===== src/rtl/alu_pkg.sv =====
// Shared opcode and flag definitions for the ALU execute stage and the
// sequencing controller that feeds it.
package alu_pkg;

  // Opcode encodings
  localparam logic [1:0] OP_ADD = 2'b00;
  localparam logic [1:0] OP_SUB = 2'b01;
  localparam logic [1:0] OP_AND = 2'b10;
  localparam logic [1:0] OP_OR  = 2'b11;

  // Bit positions inside the 4-bit {V,C,N,Z} flag vector
  localparam int FLG_Z = 0;
  localparam int FLG_N = 1;
  localparam int FLG_C = 2;
  localparam int FLG_V = 3;

  localparam int FLAGS_W = 4;

endpackage : alu_pkg


===== src/rtl/alu_core.sv =====
// Purely combinational ALU: result and {V,C,N,Z} flags from a, b and opcode.
// Arithmetic is evaluated one bit wider than WIDTH so the top bit is the carry.
module alu_core
  import alu_pkg::*;
#(
  parameter int WIDTH = 6
) (
  input  logic [WIDTH-1:0]   a,
  input  logic [WIDTH-1:0]   b,
  input  logic [1:0]         op,
  output logic [WIDTH-1:0]   result,
  output logic [FLAGS_W-1:0] flags
);

  localparam int MSB = WIDTH - 1;

  logic [WIDTH:0] sum;
  logic           carry;
  logic           ovf;

  // Opcode decode, arithmetic and flag generation
  always_comb begin
    // NOTE: every variable gets a default before the case so no path leaves it
    // unassigned; an unassigned path would infer a latch.
    sum    = '0;
    carry  = 1'b0;
    ovf    = 1'b0;
    result = '0;
    flags  = '0;

    case (op)
      OP_ADD: begin
        sum    = {1'b0, a} + {1'b0, b};
        result = sum[MSB:0];
        carry  = sum[WIDTH];
        ovf    = (a[MSB] == b[MSB]) && (result[MSB] != a[MSB]);
      end
      OP_SUB: begin
        // Two's-complement subtract: carry out set means no borrow (a >= b).
        sum    = {1'b0, a} + {1'b0, ~b} + {{WIDTH{1'b0}}, 1'b1};
        result = sum[MSB:0];
        carry  = sum[WIDTH];
        ovf    = (a[MSB] != b[MSB]) && (result[MSB] != a[MSB]);
      end
      OP_AND:  result = a & b;
      default: result = a | b;
    endcase

    flags[FLG_Z] = (result == '0);
    flags[FLG_N] = result[MSB];
    flags[FLG_C] = carry;
    flags[FLG_V] = ovf;
  end

endmodule : alu_core


===== src/rtl/alu_exec_stage.sv =====
// Two-stage pipelined ALU execute stage with valid/ready on both sides,
// full backpressure, a saturating completed-op counter and a sticky overflow.
module alu_exec_stage
  import alu_pkg::*;
#(
  parameter int WIDTH = 6,
  parameter int CNT_W = 8
) (
  input  logic               clk,
  input  logic               reset,
  input  logic               in_valid,
  output logic               in_ready,
  input  logic [WIDTH-1:0]   in_a,
  input  logic [WIDTH-1:0]   in_b,
  input  logic [1:0]         in_op,
  output logic               out_valid,
  input  logic               out_ready,
  output logic [WIDTH-1:0]   out_result,
  output logic [FLAGS_W-1:0] out_flags,
  output logic [CNT_W-1:0]   op_count,
  output logic               ovf_sticky,
  input  logic               clr_sticky
);

  // Stage S1 registers
  logic             s1_valid;
  logic [WIDTH-1:0] s1_a;
  logic [WIDTH-1:0] s1_b;
  logic [1:0]       s1_op;

  // Combinational ALU output feeding the output registers
  logic [WIDTH-1:0]   core_result;
  logic [FLAGS_W-1:0] core_flags;

  logic adv1;
  logic adv2;
  logic out_fire;

  // The output stage moves when empty or drained; S1 moves when empty or S2 moves.
  assign adv2     = !out_valid || out_ready;
  assign adv1     = !s1_valid || adv2;
  assign in_ready = adv1;
  assign out_fire = out_valid && out_ready;

  alu_core #(
    .WIDTH (WIDTH)
  ) u_core (
    .a      (s1_a),
    .b      (s1_b),
    .op     (s1_op),
    .result (core_result),
    .flags  (core_flags)
  );

  // S1: capture operands and opcode whenever the stage advances
  always_ff @(posedge clk or posedge reset) begin
    // NOTE: state is updated with non-blocking assignments so every register
    // samples the pre-edge values regardless of statement order.
    if (reset) begin
      s1_valid <= 1'b0;
      s1_a     <= '0;
      s1_b     <= '0;
      s1_op    <= OP_ADD;
    end else if (adv1) begin
      s1_valid <= in_valid;
      s1_a     <= in_a;
      s1_b     <= in_b;
      s1_op    <= in_op;
    end
  end

  // S2: register the ALU result; data holds while a beat waits for the consumer
  always_ff @(posedge clk or posedge reset) begin
    if (reset) begin
      out_valid  <= 1'b0;
      out_result <= '0;
      out_flags  <= '0;
    end else if (adv2) begin
      out_valid <= s1_valid;
      if (s1_valid) begin
        out_result <= core_result;
        out_flags  <= core_flags;
      end
    end
  end

  // Status: saturating count of completed beats and sticky overflow (set beats clear)
  always_ff @(posedge clk or posedge reset) begin
    if (reset) begin
      op_count   <= '0;
      ovf_sticky <= 1'b0;
    end else begin
      if (out_fire && (op_count != {CNT_W{1'b1}})) begin
        op_count <= op_count + CNT_W'(1);
      end
      if (out_fire && out_flags[FLG_V]) begin
        ovf_sticky <= 1'b1;
      end else if (clr_sticky) begin
        ovf_sticky <= 1'b0;
      end
    end
  end

endmodule : alu_exec_stage


===== config.mk =====
export PLATFORM = sky130hd
export DESIGN_NAME = alu_exec_stage
export DESIGN_NICKNAME = d
export VERILOG_FILES = /design/src/rtl/alu_pkg.sv /design/src/rtl/alu_core.sv /design/src/rtl/alu_exec_stage.sv
export SDC_FILE = /design/constraint.sdc
export NUM_CORES = 1
export LEC_CHECK = 0
export ABC_AREA = 0
export CAP_MARGIN = 40
export CORE_MARGIN = 10
export CORE_UTILIZATION = 55
export CTS_CLUSTER_DIAMETER = 120
export CTS_CLUSTER_SIZE = 25
export DETAILED_ROUTE_END_ITERATION = 8
export DONT_BUFFER_PORTS = 1
export PLACE_DENSITY = 0.82
export SLEW_MARGIN = 20
export SYNTH_ARGS = -nofsm -noshare
export SYNTH_HDL_FRONTEND = slang
export SYNTH_HIERARCHICAL = 1
export SYNTH_SLANG_ARGS = --single-unit
export TNS_END_PERCENT = 1

===== constraint.sdc =====
create_clock -name clk -period 5.6 [get_ports clk]
set_input_delay 1.12 -clock clk [delete_from_list [all_inputs] [get_ports clk]]
set_output_delay 1.12 -clock clk [all_outputs]
set_load 0.02 [all_outputs]

## Word-level counts from Yosys, hierarchy flattened

Cells that the tools add are included.

| storage, ports and cells | value |
|---|---|
| register bits | 35 |
| bits in latches | 0 |
| RAM bits | 0 |
| ROM bits | 0 |
| input bits | 19 |
| output and inout bits | 21 |
| word-level logic and storage cells | 41 |
| memories | 0 |

| cells by class | value |
|---|---|
| add/sub/neg operators | 4 |
| multiply operators | 0 |
| divide/modulo/power cells | 0 |
| order comparisons | 0 |
| equal/unequal tests | 7 |
| shift-type cells | 0 |
| multiplexer cells | 5 |
| bitwise logic cells | 3 |
| reductions and logical operators | 13 |

Operator list:

| kind | number |
|---|---|
| $pmux 6 s3 | 1 |
| $add 6x6->7 | 2 |
| $add 8x1->8 const B | 1 |
| $ne 8x8->1 const B | 1 |
| $add 7x1->7 const B | 1 |
| $and 6x6->6 | 1 |
| $logic_not 6->1 | 1 |
| $not 6->6 | 1 |
| $or 6x6->6 | 1 |
| $logic_and 1x1->1 | 5 |
| $pmux 1 s2 | 2 |
| $ne 1x1->1 | 3 |
| $eq 2x1->1 const B | 1 |
| $eq 2x2->1 const B | 1 |
| $logic_not 1->1 | 2 |
| $logic_not 2->1 | 1 |
| $logic_or 1x1->1 | 2 |
| $mux 1 | 2 |
| $reduce_and 2->1 | 1 |
| $reduce_bool 2->1 | 1 |
| $eq 1x1->1 | 1 |

## Logic depth before layout (Yosys ltp)

Gate-level depths: netlist (run 1).

| logic depth | value |
|---|---|
| word-level depth | 6 |
| gate-level depth with buffers | 11 |
| depth with buffers taken out | 10 |

## By module

The synthesis (run 1) kept the hierarchy.

By module, submodules not included:

| module | times used | cells each | area an instance (sq um) | seq. area each (sq um) |
|---|---|---|---|---|
| alu_exec_stage | 1 | 96 | 1415.1 | 875.8 |
| alu_core | 1 | 119 | 860.8 | 0.0 |

## Worst setup path after synthesis (run 1)

Ideal clock, no wire load.

| path | value |
|---|---|
| path type | in2out |
| start point | input out_ready |
| end point | output in_ready |
| arrival time | 1.531 ns |
| data required time | 4.480 ns |
| path slack | 2.949 ns |
| stages | 2 |
| buffers on the path | 1 |
| cells stage by stage | nand3b_4 > buf_2 |

| on the way | value |
|---|---|
| longest elaborated chain between the ends | 2 |

Ends and longest elaborated chain:

| item | line | source |
|---|---|---|
| from (decl) | alu_exec_stage.sv:17 | `input logic out_ready,` |
| $logic_or 1x1->1 | alu_exec_stage.sv:40 | `assign adv2 = !out_valid \|\| out_ready;` |
| $logic_or 1x1->1 | alu_exec_stage.sv:41 | `assign adv1 = !s1_valid \|\| adv2;` |
| to (decl) | alu_exec_stage.sv:12 | `output logic in_ready,` |

Every way passes these cells.

## Final worst setup path (run 1)

Ends and elaborated chain as after synthesis.

==> qor.log, run 1 <==
qor: floorplanning.io_pins 40
qor: place.final_hpwl_dp 3440 um
qor: synth.synth.avg_cell_area 10.6 um^2
qor: cts.hold_bufs_inserted_after_cts 0
qor: synth.commonest_register_cell_after_synthesis sky130_fd_sc_hd__dfrtp_1
qor: critical_path.critical_path.endpoint_type output pin
qor: critical_path.timing.critical_path.slowest_stage_cell sky130_fd_sc_hd__nand3b_4
qor: drt.viasPerCell 5.80
qor: floorplanning.dieWidth 84.3 um
qor: drt.drt-wirelength-per-cell 17.1 um
qor: place.place.detailed.instances 257
qor: synth.synth_xor_xnor_area_share 3.08%
qor: status.status finished, final reports clean
qor: finish.syn2layout_area_growth 5.61%
qor: synth.synth_most_common_cell sky130_fd_sc_hd__dfrtp_1
qor: power.power-per-cell-area 382 nW/um^2
qor: finish.num-fill-cells 339
qor: timing.period_share 45.8%
qor: critical_path.maximum_fanout_encountered_on_the_critical_timing_path 16
qor: finish.sequential_cell_area 876 um^2
qor: synth.post_synth_instance_area 2280 um^2
qor: critical_path.worst_path_dominant_cell_family simple AND/OR/NAND/NOR gates
qor: finish.final_net_count 255
qor: drt.drt_iter0_markers 91
qor: cts.post_cts_resize_count 0
qor: timing.final-max-slew-violation-count 0
qor: synth.synth_largest_area_cell sky130_fd_sc_hd__dfrtp_1
qor: floorplanning.placeableCoreArea 4000 um^2
qor: timing.setup_repair_after_global_routing_missed_its_margin no
qor: critical_path.critical_path.startpoint_type input port
qor: synth.synth_simple_gate_area_share 13.7%
qor: synth.synth_cell_types 53
qor: finish.multi_input_area 1260 um^2
qor: critical_path.path_cells nand3b_4
qor: synth.synth_top_cells_by_count 35 x sky130_fd_sc_hd__dfrtp_1, 20 x sky130_fd_sc_hd__ha_1, 19 x sky130_fd_sc_hd__inv_1
qor: global_routing.grt_pass1_wl 7850 um
qor: drt.drt_pass1_iterations 4
qor: global_routing.grt_antenna_before_repair 0
qor: drt.routed_wl 4520 um
qor: synth.synth_edf_count 0
qor: critical_path.timing.critical_path.slowest_cell_delay 320 ps
qor: power.power_leakage 1.10 nW
qor: synth.synth_top_area_share 38.5%
qor: timing.fmaxAchievable 0.390 GHz
qor: floorplanning.design.die.area 7110 um^2
qor: finish.layoutNonFillerInstCount 265
qor: synth.synth_fp_nets 256
qor: timing.setup_viol 0
qor: cts.clk_transition_reported_paths 70 ps
qor: cts.htreeDepth 2
qor: timing.worst_clock_skew_on_the_final_layout 4.18 ps
qor: cts.cts-root-buf sky130_fd_sc_hd__clkbuf_8
qor: finish.postLayoutCellArea 2400 um^2
qor: critical_path.critical_path_arrival 1440 ps
qor: synth.postSynthCellCount 215
qor: timing.min_period 2560 ps
qor: floorplanning.std_cell_rows 23
qor: synth.synth_warnings 6
qor: synth.yosys-top-cells-area sky130_fd_sc_hd__dfrtp_1 38%, sky130_fd_sc_hd__ha_1 11%, sky130_fd_sc_hd__mux2_2 8.4%
qor: worst_hold_path.hold_path.class flip-flop to flip-flop
qor: drt.drt.antenna.violating_nets 0
qor: synth.postSynthRegisterBits 35
qor: cts.cts.sink_count 35
qor: drt.drc 0
qor: finish.final_layout_size_suffix_gt1_share 19.1%
qor: cts.postCtsSetupRepairBufs 0
qor: global_routing.grt_usage 13.4%
qor: global_routing.largest_net_degree_at_the_start_of_global_routing 36
qor: floorplanning.die-height 84.3 um
qor: finish.antenna_cells_inserted 0
qor: power.total_power 0.918 mW
qor: synth.yosys.area_share.adder 12.8%
qor: timing.fin_setup_tns 0 ps
qor: synth.synthArstFlopShare 100%
qor: global_routing.grt_pass1_vias 1583
qor: floorplanning.floorplan.initialDensity 56.9%
qor: timing.worst_slew_pin_slew 736 ps
qor: cts.cts_tree built
qor: cts.clk_path_buf_depth 2
qor: place.finalWeightedCongestion 0.985
qor: power.vdd_drop_max 0.206 mV
qor: critical_path.critPathBufInv 0
qor: critical_path.crit_type input port to output pin
qor: place.port_buffers 0
qor: timing.final_hold_viol_count 0
qor: job.maxCapViolCount 0
qor: place.placed_area 2290 um^2
qor: synth.yosysSeqAreaShare 38.5%
qor: synth.combinational_family_with_the_most_area_after_synthesis multiplexers
qor: timing.relSlewSlack 50.9%
qor: cts.cts_made_buffers 5
qor: cts.clk-insertion-delay-late 290 ps
qor: global_routing.total_congestion_overflow 0
qor: drt.vias 1536
qor: critical_path.required_time_reported_for_the_critical_path_endpoint 4480 ps
qor: synth.post_synth_mux_area_share 15.4%
qor: synth.synth_compound_area_share 10.6%
logic make-up after synthesis:
logic type | after synthesis
xor gates and xnor gates | 8
buffers and inverters | 29
and+or+nand+nor | 53
DFF | 35
AOI/OAI and AO/OA | 37
adders and majority gates | 22
muxes | 31
placed cells by master, fill, tap and decap left out, types with 2 or more instances in the layout:
master,count
sky130_fd_sc_hd__xor2_1,2
sky130_fd_sc_hd__xnor2_1,6
sky130_fd_sc_hd__nor2b_1,2
sky130_fd_sc_hd__clkbuf_8,6
sky130_fd_sc_hd__nand2_1,12
sky130_fd_sc_hd__ha_1,20
sky130_fd_sc_hd__mux2_1,11
sky130_fd_sc_hd__nor2_1,9
sky130_fd_sc_hd__o22ai_1,2
sky130_fd_sc_hd__nand3_1,4
sky130_fd_sc_hd__a21oi_1,6
sky130_fd_sc_hd__nand2b_1,7
sky130_fd_sc_hd__o21ai_0,10
sky130_fd_sc_hd__nor3_2,2
sky130_fd_sc_hd__inv_1,19
sky130_fd_sc_hd__nor3_1,2
sky130_fd_sc_hd__o21ai_1,5
sky130_fd_sc_hd__a22o_1,2
sky130_fd_sc_hd__fa_1,2
sky130_fd_sc_hd__mux2i_1,2
sky130_fd_sc_hd__dfrtp_1,35
sky130_fd_sc_hd__mux2_2,17
sky130_fd_sc_hd__nand2_2,2
where the power goes:
| part | leakage (nW) | internal, mW | switching (mW) |
|---|---|---|---|
| clock network | 0.0612 | 0.144 | 0.0934 |
| logic | 0.620 | 0.114 | 0.116 |
| registers | 0.420 | 0.312 | 0.138 |
| total | 1.10 | 0.571 | 0.348 |
path summary, 6_finish.rpt:
path / startpoint / end / slack [ps] / depth (start not counted)
hold reg to reg: s1_b[2] / s1_b[2] / 530 / 1
hold / removal: s1_b[2] / s1_b[2] / 530 / 1
setup reg to reg: s1_a[0] / out_flags[0] / 3170 / 10
setup / recovery: out_ready / in_ready / 3040 / 1
min in group asynchronous: reset / out_result[5] / 800 / 2
max in group asynchronous: reset / s1_b[3] / 4500 / 2
layer usage:
layer / part of all wire [%] / track usage (%) / up-vias
met3: 8.4 / 6.57 / 7
met5: 0 / 0 / -
li1: - / - / 738
met1: 43 / 14.9 / 747
met4: 1.7 / 5.48 / 0
met2: 47 / 21.3 / 44
final cells by class:
class                           instances  share of cell area (%)
Clock buffer                            6                    3.44
Clock inverter                          2                    1.46
Inverter                               20                    3.12
Multi-Input combinational cell        151                    52.6
Sequential cell                        35                    36.4
Tap cell                               50                    2.60
Timing Repair Buffer                    1                   0.312
registers in the layout (all words and copies together) (netlist names):
register and cells:
s1_valid 1, s1_b 6, out_valid 1, out_flags 4, out_result 6, ovf_sticky 1
op_count 8, s1_a 6, s1_op 2
stage by stage:
step	hold slack (ps)	util (%)	worst slack, ps
2_1_floorplan	475	-	2950
3_3_place_gp	501	57.1	3040
3_5_place_dp	512	57.1	3030
4_1_cts	527	60.1	3040
5_1_grt	540	60.1	3020
6_report	529	60.1	3040
(Power assumes the default switching activity.)
==> inputs of run 2 (changes only) <==
--- a/config.mk
+++ b/config.mk
@@ -13,7 +13,7 @@
 export CTS_CLUSTER_SIZE = 25
 export DETAILED_ROUTE_END_ITERATION = 8
 export DONT_BUFFER_PORTS = 1
-export PLACE_DENSITY = 0.82
+export PLACE_DENSITY = 0.85
 export SLEW_MARGIN = 20
 export SYNTH_ARGS = -nofsm -noshare
 export SYNTH_HDL_FRONTEND = slang
==> constraint.sdc (replaced) <==
create_clock -name clk -period 2.16 [get_ports clk]
set_input_delay 0.432 -clock clk [delete_from_list [all_inputs] [get_ports clk]]
set_output_delay 0.432 -clock clk [all_outputs]
set_load 0.02 [all_outputs]
==> qor.log, run 2 (synthesis results as in run 1) <==
qor: status.status finished with violations [was finished, final reports clean]
qor: status.violations setup timing
qor: finish.postLayoutCellArea 2690 um^2 [was 2400 um^2]
qor: cts.clk_path_buf_depth 2 [unchanged]
qor: global_routing.total_congestion_overflow 0 [unchanged]
qor: critical_path.worstRegToRegCells 11 [was 10]
qor: critical_path.critical_path.endpoint_type flip-flop [was output pin]
qor: finish.antenna_cells_inserted 0 [unchanged]
qor: timing.worst_clock_skew_on_the_final_layout 7.40 ps [was 4.18 ps]
qor: drt.drt_iter0_markers 134 [was 91]
qor: global_routing.grt_pass1_vias 1667 [was 1583]
qor: place.port_buffers 0 [unchanged]
qor: critical_path.critical_path.startpoint s1_a[0] [was out_ready]
qor: place.final_hpwl_dp 3710 um [was 3440 um]
qor: finish.final_common_cell sky130_fd_sc_hd__dfrtp_1 [unchanged]
qor: finish.largest_register op_count [unchanged]
qor: floorplanning.placeableCoreArea 4000 um^2 [unchanged]
qor: critical_path.worstSetupPathDepth 11 [was 1]
qor: finish.number_of_flip_flops_in_the_largest_register 8 [unchanged]
qor: timing.final_hold_viol_count 0 [unchanged]
qor: floorplanning.floorplan.initialDensity 56.9% [unchanged]
qor: critical_path.maximum_fanout_encountered_on_the_critical_timing_path 3 [was 16]
qor: place.place.detailed.instances 275 [was 257]
qor: critical_path.crit_type flip-flop to flip-flop [was input port to output pin]
qor: timing.fmaxAchievable 0.433 GHz
qor: critical_path.critical_path.startpoint_type flip-flop [was input port]
qor: timing.period_share 107%
qor: cts.cts_tree built [unchanged]
qor: cts.cts_made_buffers 5 [unchanged]
qor: floorplanning.io_pins 40 [unchanged]
qor: critical_path.critPathBufInv 2 [was 0]
qor: finish.syn2layout_area_growth 18.0% [was 5.61%]
qor: finish.final_layout_size_suffix_gt1_share 33.8% [was 19.1%]
qor: drt.routed_wl 5190 um [was 4520 um]
qor: finish.final_net_count 280 [was 255]
qor: job.maxCapViolCount 0 [unchanged]
qor: global_routing.largest_net_degree_at_the_start_of_global_routing 36 [unchanged]
qor: critical_path.timing.critical_path.slowest_stage_cell sky130_fd_sc_hd__dfrtp_1 [was sky130_fd_sc_hd__nand3b_4]
qor: timing.final-max-slew-violation-count 0 [unchanged]
qor: floorplanning.design.die.area 7110 um^2 [unchanged]
qor: timing.setup_viol 4 [was 0]
qor: critical_path.rrSetupSlack -150 ps [was 3170 ps]
qor: finish.layout_common_cells 34 x sky130_fd_sc_hd__dfrtp_1, 22 x sky130_fd_sc_hd__buf_4, 18 x sky130_fd_sc_hd__ha_1 [was 35 x sky130_fd_sc_hd__dfrtp_1, 20 x sky130_fd_sc_hd__ha_1, 19 x sky130_fd_sc_hd__inv_1]
qor: critical_path.timing.critical_path.slowest_cell_delay 410 ps [was 320 ps]
qor: cts.clk_transition_reported_paths 70 ps [about the same]
qor: power.power-per-cell-area 949 nW/um^2 [was 382 nW/um^2]
qor: cts.cts-root-buf sky130_fd_sc_hd__clkbuf_8 [unchanged]
qor: drt.viasPerCell 5.86 [was 5.80]
qor: floorplanning.dieWidth 84.3 um [unchanged]
qor: power.power_leakage 1.24 nW [was 1.10 nW]
qor: critical_path.worstReg2RegStart s1_a[0] [unchanged]
qor: timing.worst_slew_pin_slew 471 ps [was 736 ps]
qor: global_routing.grt_antenna_before_repair 0 [unchanged]
qor: timing.setup_repair_after_global_routing_missed_its_margin yes [was no]
qor: floorplanning.std_cell_rows 23 [unchanged]
qor: place.worst_slack_after_detailed_placement -162 ps [was 3030 ps]
qor: critical_path.path_cells buf_6 -> ha_4 -> inv_2 -> fa_2 -> nor2b_1 -> o21a_1 -> a32oi_1 -> o41ai_2 -> nor3_2 -> nor4_2 -> mux2_4 [was nand3b_4]
qor: place.placed_area 2440 um^2 [was 2290 um^2]
qor: timing.relSlewSlack 68.6% [was 50.9%]
qor: drt.drc 0 [unchanged]
qor: finish.layoutNonFillerInstCount 290 [was 265]
qor: global_routing.grt_pass1_wl 8360 um [was 7850 um]
qor: worst_hold_path.hold_path.class input port to async pin [was flip-flop to flip-flop]
qor: cts.hold_bufs_inserted_after_cts 0 [unchanged]
qor: critical_path.crit_reg_reg_endpoint out_flags[0] [unchanged]
qor: drt.drt-wirelength-per-cell 17.9 um [was 17.1 um]
qor: power.vdd_drop_max 0.692 mV [was 0.206 mV]
qor: cts.htreeDepth 2 [unchanged]
qor: critical_path.timing.critical_path.to out_flags[0] [was in_ready]
qor: drt.drt.antenna.violating_nets 0 [unchanged]
qor: timing.setup_ws -152 ps [was 3040 ps]
qor: critical_path.required_time_reported_for_the_critical_path_endpoint 2340 ps [was 4480 ps]
qor: drt.vias 1699 [was 1536]
qor: place.finalWeightedCongestion 0.933 [was 0.985]
qor: drt.drt_pass1_iterations 4 [unchanged]
qor: finish.num-fill-cells 286 [was 339]
qor: finish.final_core_util 67.1% [was 60.1%]
qor: critical_path.worst_path_dominant_cell_family compound AO/OA/AOI/OAI gates [was simple AND/OR/NAND/NOR gates]
qor: cts.cts.sink_count 35 [unchanged]
qor: critical_path.critical_path_arrival 2490 ps [was 1440 ps]
qor: global_routing.grt_usage 14.3% [was 13.4%]
qor: timing.min_period 2310 ps
qor: cts.clk-insertion-delay-late 290 ps [about the same]
qor: floorplanning.die-height 84.3 um [unchanged]
run 2: cell count changes in the layout (fill, tap and decap cells not counted), moves of 4 or more:
cell                      change
sky130_fd_sc_hd__buf_4       +21
sky130_fd_sc_hd__inv_1        -4
sky130_fd_sc_hd__inv_2        +4
sky130_fd_sc_hd__o21ai_0      -4
run 2: how the worst min path moves through the flow:
stage | endpoint | slack, ps | cells past startpoint
after floorplan | s1_op[1] | 480 | 1
after global placement | out_flags[1] | 450 | 2
after detailed placement | out_flags[0] | 440 | 2
after CTS | out_flags[0] | 130 | 2
after global routing | out_result[4] | 140 | 2
final | out_result[3] | 120 | 2
run 2: metrics by stage:
stage	setup TNS [ps]	power, mW	hold WS [ps]
6_report	-462	2.55	115
5_1_grt	-937	2.70	143
4_1_cts	-181	2.51	127
3_3_place_gp	-65.0	1.83	448
3_5_place_dp	-191	1.87	445
2_1_floorplan	0	1.65	475
run 2: cell type report:
type	instances	area, um^2	share of cell area (%)
Timing Repair Buffer	26	219	8.15
Clock inverter	3	43.8	1.63
Clock buffer	5	68.8	2.56
Multi-Input combinational cell	151	1340	49.9
Inverter	20	75.1	2.80
Tap cell	50	62.6	2.33
Sequential cell	35	877	32.7
run 2: what timing repair did:
| item | CTS | global route |
|---|---|---|
| endpoints found under the hold margin | 0 | 0 |
| pin swaps | 8 | 13 |
| setup endpoints to repair | 2 | 8 |
| gates resized for setup | 12 | 14 |
| buffers inserted | 6 | 2 |
run 2: report_power, final:
group          switching [mW]  internal [mW]  total [mW]
Clock                   0.244          0.343       0.588
Sequential              0.347          0.810        1.16
Combinational           0.383          0.422       0.805
run 2: layer usage:
metal	GRT usage, %	share of wire [%]
met3	5.60	8.0
met2	23.3	51
met4	4.72	1.9
met1	16.7	39
met5	0	0
==> RTL change 1: new RTL, settings of run 2 <==
Set the parameter `CNT_W` to 12 (it was 8).
--- a/src/rtl/alu_exec_stage.sv
+++ b/src/rtl/alu_exec_stage.sv
@@ -4,7 +4,7 @@
   import alu_pkg::*;
 #(
   parameter int WIDTH = 6,
-  parameter int CNT_W = 8
+  parameter int CNT_W = 12
 ) (
   input  logic               clk,
   input  logic               reset,
Interface: changed (resized op_count); port bits go from 40 to 44. No check against the original RTL was run, so the function may have changed too.
==> RTL change 1 against run 2 <==
- maximum frequency decreased by 1.3%
- the flow still finishes with violations (setup timing)
- sequential cell count increased by 4
- total power increased by 0.79%
- die area increased by 8.1%
- setup slack got worse by 0.030 ns
- design area increased by 8.5%
- cell count increased by 8.6%
- global-route usage increased by 0.91 points
- wire length increased by 23%
- synthesized area increased by 11%
- worst hold slack improved by 0.021 ns
- first-iteration DRC count increased by 100%
==> RTL change 1: results (changes against run 2) <==
result of the run=finished, violations left (unchanged); violations in the final reports=setup timing (unchanged); portion of synthesized cell area occupied by the leading cell type=0.387 (was 0.385); insertion delay of the later-clocked pin in the worst-skew pair=roughly 0.30 ns; final hold slack=0.136 ns (was 0.115 ns); compound-gate portion of the synthesized area=0.110 (was 0.106); CP max-delay cell=dfrtp_1 (unchanged); flip-flop count of the largest register after layout=12 (was 8); vias in the first global route=1,834 (was 1,667); largest stage delay on the critical path=0.38 ns (was 0.41 ns); fraction of layout cells with a size suffix above 1=0.369 (was 0.338); most numerous cell types in the synthesized netlist=39 x dfrtp_1, 27 x mux2_2, 21 x inv_1, 20 x ha_1, 14 x nand2_1 (was 35 x dfrtp_1, 20 x ha_1, 19 x inv_1, 17 x mux2_2, 12 x nand2_1); most instantiated flip-flop cell in the synthesis netlist=dfrtp_1 (unchanged); DRT Wirelength=6.39 mm (was 5.19 mm); proportion of synthesized area in mux cells=0.147 (was 0.154); type of the most critical hold path=in -> async (unchanged); global-route wire length before repair=9.25 mm (was 8.36 mm); combined global-route utilization of all metal layers=0.152 (was 0.143); final net count=303 (was 280); drt pass-1 iters=4 (unchanged); fraction of registers with async set or reset after synthesis=1.00 (unchanged); peak supply drop=0.616 mV (was 0.692 mV); number of inserted diodes=0 (unchanged); antenna violations before repair=0 (unchanged); count of warnings emitted by yosys=6 (unchanged); worst clock skew=0.00825 ns (was 0.00740 ns); main area contributors after synthesis=dfrtp_1 39%, mux2_2 12%, ha_1 9.9% (was dfrtp_1 38%, ha_1 11%, mux2_2 8.4%); placed inst area=2680 sq um (was 2440 sq um); register ranked first by flip-flop count=op_count (unchanged); gpl congestion=0.905 (was 0.933); leakage power total=1.33 nW (was 1.24 nW); fillers=315 (was 286); total setup violations reported at the end of the flow=7 (was 4); vias=1,932 (was 1,699); slew at the pin with the worst max-slew slack=0.856 ns (was 0.471 ns); worst setup margin=-0.182 ns (was -0.152 ns); portion of the post-synthesis area used by sequential elements=0.387 (was 0.385); worst reg2reg endpoint=out_flags[0]$_DFFE_PP0P_ (unchanged); Unique masters post-synth=56 (was 53); number of buffers between clock root and the deepest sink=2 (unchanged); Synth Area per Inst=10.6 sq um (about the same); XOR/XNOR Fraction of Synth Area=0.0313 (was 0.0308); maximum number of pins on one net before global-route repair=40 (was 36); Mapped Nets=279 (was 256); share of synthesized cell area in full adder, half adder and majority cells=0.115 (was 0.128); switching share of power=0.405 (was 0.382); critical register-to-register path startpoint=s1_a[0]$_DFFE_PP0P_ (unchanged); Post-Layout Cell Count=315 (was 290); register clock-pin slew on the reported worst setup and hold paths=0.08 ns; worst-path fanout max=3 (unchanged); port buffer count=0 (unchanged); worst setup timing slack at the placement stage=-0.222 ns (was -0.162 ns); DPL Wire Length=4.17 mm (was 3.71 mm); count of nets left with antenna violations after detail routing=0 (unchanged); cells on worst reg2reg path=10 (was 11); number of DRC markers in iteration 0=268 (was 134); H-tree Lvls=2 (unchanged)
==> RTL change 1: cell types whose count changed after synthesis, moves of 2 or more <==
cell / before / now
mux2_2: 17 / 27
nor3_1: 2 / 4
inv_1: 19 / 21
o21ai_0: 10 / 12
nand3_2: 0 / 3
mux2_1: 11 / 2
a21oi_1: 6 / 9
dfrtp_1: 35 / 39
nand2_1: 12 / 14
nand2_2: 2 / 0
==> RTL change 1: cell type report <==
type,count,area (sq um),share of cell area
Tap cell,52,65.1,0.0223
Clock buffer,6,72.6,0.0249
Timing Repair Buffer,26,199,0.0683
Clock inverter,2,12.5,0.00429
Multi-Input combinational cell,168,1510,0.517
Sequential cell,39,977,0.335
Inverter,22,82.6,0.0283
==> RTL change 1: worst max-delay path by stage <==
stage | start | end | cells after the start
2_1_floorplan | s1_a[0]$_DFFE_PP0P_ | out_flags[0]$_DFFE_PP0P_ | 10
3_3_place_gp | s1_a[0]$_DFFE_PP0P_ | out_flags[0]$_DFFE_PP0P_ | 10
3_5_place_dp | s1_a[0]$_DFFE_PP0P_ | out_flags[0]$_DFFE_PP0P_ | 10
4_1_cts | s1_a[0]$_DFFE_PP0P_ | out_flags[0]$_DFFE_PP0P_ | 10
5_1_grt | s1_a[0]$_DFFE_PP0P_ | out_flags[0]$_DFFE_PP0P_ | 10
6_report | s1_a[0]$_DFFE_PP0P_ | out_flags[0]$_DFFE_PP0P_ | 10
==> RTL change 1: worst max-delay path: cells and delay by family, from the launching register on <==
kind | cells | cell delay, ns
mux | 1 | 0.18
compound gates | 3 | 0.59
simple gates | 3 | 0.49
flops | 1 | 0.38
fa+ha+maj | 2 | 0.54
buf+inv | 1 | 0.10
==> RTL change 1: per-layer routing <==
| layer | vias to the layer above | GRT usage | routed length (um) |
|---|---|---|---|
| li1 | 866 | - | - |
| met2 | 93 | 0.241 | 3050 |
| met5 | - | 0 | 0 |
| met4 | 0 | 0.0754 | 261 |
| met3 | 24 | 0.0613 | 586 |
| met1 | 949 | 0.174 | 2490 |
==> RTL change 1: timing repair <==
item | CTS | global route
hold buffers | 0 | 0
endpoints found under the setup margin | 4 | 7
setup buffers | 3 | 3
gates resized for setup | 13 | 16
pin swaps | 6 | 12
==> RTL change 1: power by group through the flow <==
stage	sequential [mW]	combinational (mW)	clock [mW]
final	1.23	0.844	0.491
after global routing	1.26	0.912	0.528
after CTS	1.23	0.753	0.500
after detailed placement	1.25	0.710	0
after global placement	1.24	0.676	0
after floorplan	1.18	0.560	0
==> RTL change 1: per-stage QoR <==
stage / total power [mW] / TNS (ns)
floorplan: 1.74 / 0
global placement: 1.91 / -0.0800
detailed placement: 1.96 / -0.315
CTS: 2.49 / -0.287
global route: 2.70 / -1.20
finish: 2.57 / -0.592
==> RTL change 2: new RTL, config.mk and constraints of run 2 <==
Made on the original files. Register the output `op_count` once more, without a reset; this adds one clock of latency there. The other outputs are not delayed to match.
--- a/src/rtl/alu_exec_stage.sv
+++ b/src/rtl/alu_exec_stage.sv
@@ -21,6 +21,8 @@
   output logic               ovf_sticky,
   input  logic               clr_sticky
 );
+
+  logic [CNT_W-1:0] op_count_s0;
 
   // Stage S1 registers
   logic             s1_valid;
@@ -87,11 +89,11 @@
   // Status: saturating count of completed beats and sticky overflow (set beats clear)
   always_ff @(posedge clk or posedge reset) begin
     if (reset) begin
-      op_count   <= '0;
+      op_count_s0 <= '0;
       ovf_sticky <= 1'b0;
     end else begin
-      if (out_fire && (op_count != {CNT_W{1'b1}})) begin
-        op_count <= op_count + CNT_W'(1);
+      if (out_fire && (op_count_s0 != {CNT_W{1'b1}})) begin
+        op_count_s0 <= op_count_s0 + CNT_W'(1);
       end
       if (out_fire && out_flags[FLG_V]) begin
         ovf_sticky <= 1'b1;
@@ -101,5 +103,9 @@
     end
   end
 
+  always_ff @(posedge clk) begin
+    op_count <= op_count_s0;
+  end
+
 endmodule : alu_exec_stage
 
Formal check against the unedited RTL: not equivalent (a bounded check fails within 4 cycles, from zero or initial values and one cycle with reset high).
==> RTL change 2 against run 2 <==
- the flow still finishes with violations (setup timing)
- sequential share of layout area grew 4.2 points
- synthesized area grew 8.4%
- sequential cell count grew 8
- via count shrank 0.18%
- setup slack lost 0.029 ns
- cell count grew 0.34%
- total power grew 9.3%
- core utilization shrank 2.7 points
- non-clock buffer count shrank 8
- wire length shrank 0.50%
- maximum frequency shrank 1.2%
- critical path depth is the same
- sequential power grew 20%
- design area grew 4.5%
- critical path type unchanged
- critical endpoint unchanged
- largest power group unchanged
==> RTL change 2: results (changes against run 2) <==
result of the run=finished, violations left (unchanged); violations in the final reports=setup timing (unchanged); global-route wire length before repair=8.09 mm (was 8.36 mm); number of DRC markers in iteration 0=146 (was 134); final hold slack=0.112 ns (was 0.115 ns); number of clock buffers inserted by TritonCTS=5 (unchanged); DPL Wire Length=3.65 mm (was 3.71 mm); met3 WL=422 um (was 417 um); leakage power total=1.27 nW (was 1.24 nW); CP Class=reg -> reg (unchanged); wire length on met2=2.52 mm (was 2.64 mm); worst slew margin relative to its limit=0.447 (was 0.686); fraction of layout cells with a size suffix above 1=0.326 (was 0.338); Synth Area per Inst=11.1 sq um (was 10.6 sq um); worst clock skew=0.00670 ns (was 0.00740 ns); Total Neg Setup Slack=-0.227 ns (was -0.462 ns); fraction of registers with async set or reset after synthesis=0.814 (was 1.00); final net count=279 (was 280); Mapped Nets=263 (was 256); Post-Route M1 WL=2.07 mm (was 2.03 mm); arrival time worst endpoint=2.53 ns (was 2.49 ns); largest stage delay on the critical path=~0.4 ns; total setup violations reported at the end of the flow=3 (was 4); number of inserted diodes=0 (unchanged); main area contributors after synthesis=dfrtp_1 36%, ha_1 10%, mux2_2 8.7% (was dfrtp_1 38%, ha_1 11%, mux2_2 8.4%); vias in the first global route=1,690 (was 1,667); root buf cell=clkbuf_8 (unchanged); count of warnings emitted by yosys=6 (unchanged); drt pass-1 iters=4 (unchanged); most numerous cell types in the synthesized netlist=35 x dfrtp_1, 20 x ha_1, 20 x inv_1, 19 x mux2_2, 11 x o21ai_0 (was 35 x dfrtp_1, 20 x ha_1, 19 x inv_1, 17 x mux2_2, 12 x nand2_1); vias=1,696 (was 1,699); post-detailed-route via-to-cell ratio=5.83 (was 5.86); placed inst area=2600 sq um (was 2440 sq um); register clock-pin slew on the reported worst setup and hold paths=0.09 ns (was 0.07 ns); port buffer count=0 (unchanged); insertion delay of the later-clocked pin in the worst-skew pair=~0.3 ns; detail-routed net length per standard cell=17.7 um (was 17.9 um); worst setup margin=-0.181 ns (was -0.152 ns); switching share of power=0.368 (was 0.382); gpl congestion=0.845 (was 0.933); combined global-route utilization of all metal layers=0.134 (was 0.143); portion of the post-synthesis area used by sequential elements=0.420 (was 0.385); peak supply drop=0.706 mV (was 0.692 mV); type of the most critical hold path=in -> async (unchanged)
RTL change 2: cell types whose count changed in the layout (fill, tap and decap cells not counted), moves of 4 or more:
| cell | change |
|---|---|
| mux2_1 | -10 |
| dfxtp_1 | +8 |
| mux2_4 | +5 |
| buf_4 | -4 |
| mux2_2 | +4 |
RTL change 2: final cells by class:
cell class	count	area, sq um
clock buffer	5	68.8
clock inverter	3	43.8
fill	319	1550
multi-input combinational	149	1380
timing repair buffer	18	135
tap	52	65.1
inverter	21	78.8
sequential	43	1040
RTL change 2: layer usage:
layer / track usage / up-vias
li1: - / 805
met1: 0.158 / 820
met2: 0.212 / 53
met3: 0.0543 / 18
met4: 0.0515 / 0
met5: 0 / -
RTL change 2: power by group through the flow:
stage	clock, mW	combinational (mW)	sequential (mW)
final	0.631	0.768	1.39
after global routing	0.671	0.843	1.43
after CTS	0.645	0.718	1.39
after detailed placement	0	0.697	1.41
after global placement	0	0.663	1.40
after floorplan	0	0.561	1.33
RTL change 2: repair_timing:
action / 4_1_cts / 5_1_grt
pin swaps: 6 / 13
setup buffers: 1 / 0
hold endpoints to repair: 0 / 0
cloned: 0 / 0
gates resized for setup: 11 / 12
endpoints found under the setup margin: 2 / 7
RTL change 2: per-stage QoR:
stage / utilization / setup slack (ns)
after floorplan: - / 0.0193
after global placement: 0.597 / -0.0763
after detailed placement: 0.597 / -0.265
after CTS: 0.632 / -0.152
after global routing: 0.645 / -0.302
final: 0.645 / -0.181
RTL change 2: cell families (layout without fill, tap and decap cells):
group,Yosys count,after routing,share of synthesized area
AOI/OAI and AO/OA,40,40,0.109
xor gates and xnor gates,9,9,0.0320
adders and majority gates,22,22,0.118
buffers and inverters,30,47,0.0588
DFF,43,43,0.420
muxes,30,30,0.148
and+or+nand+nor,48,48,0.114
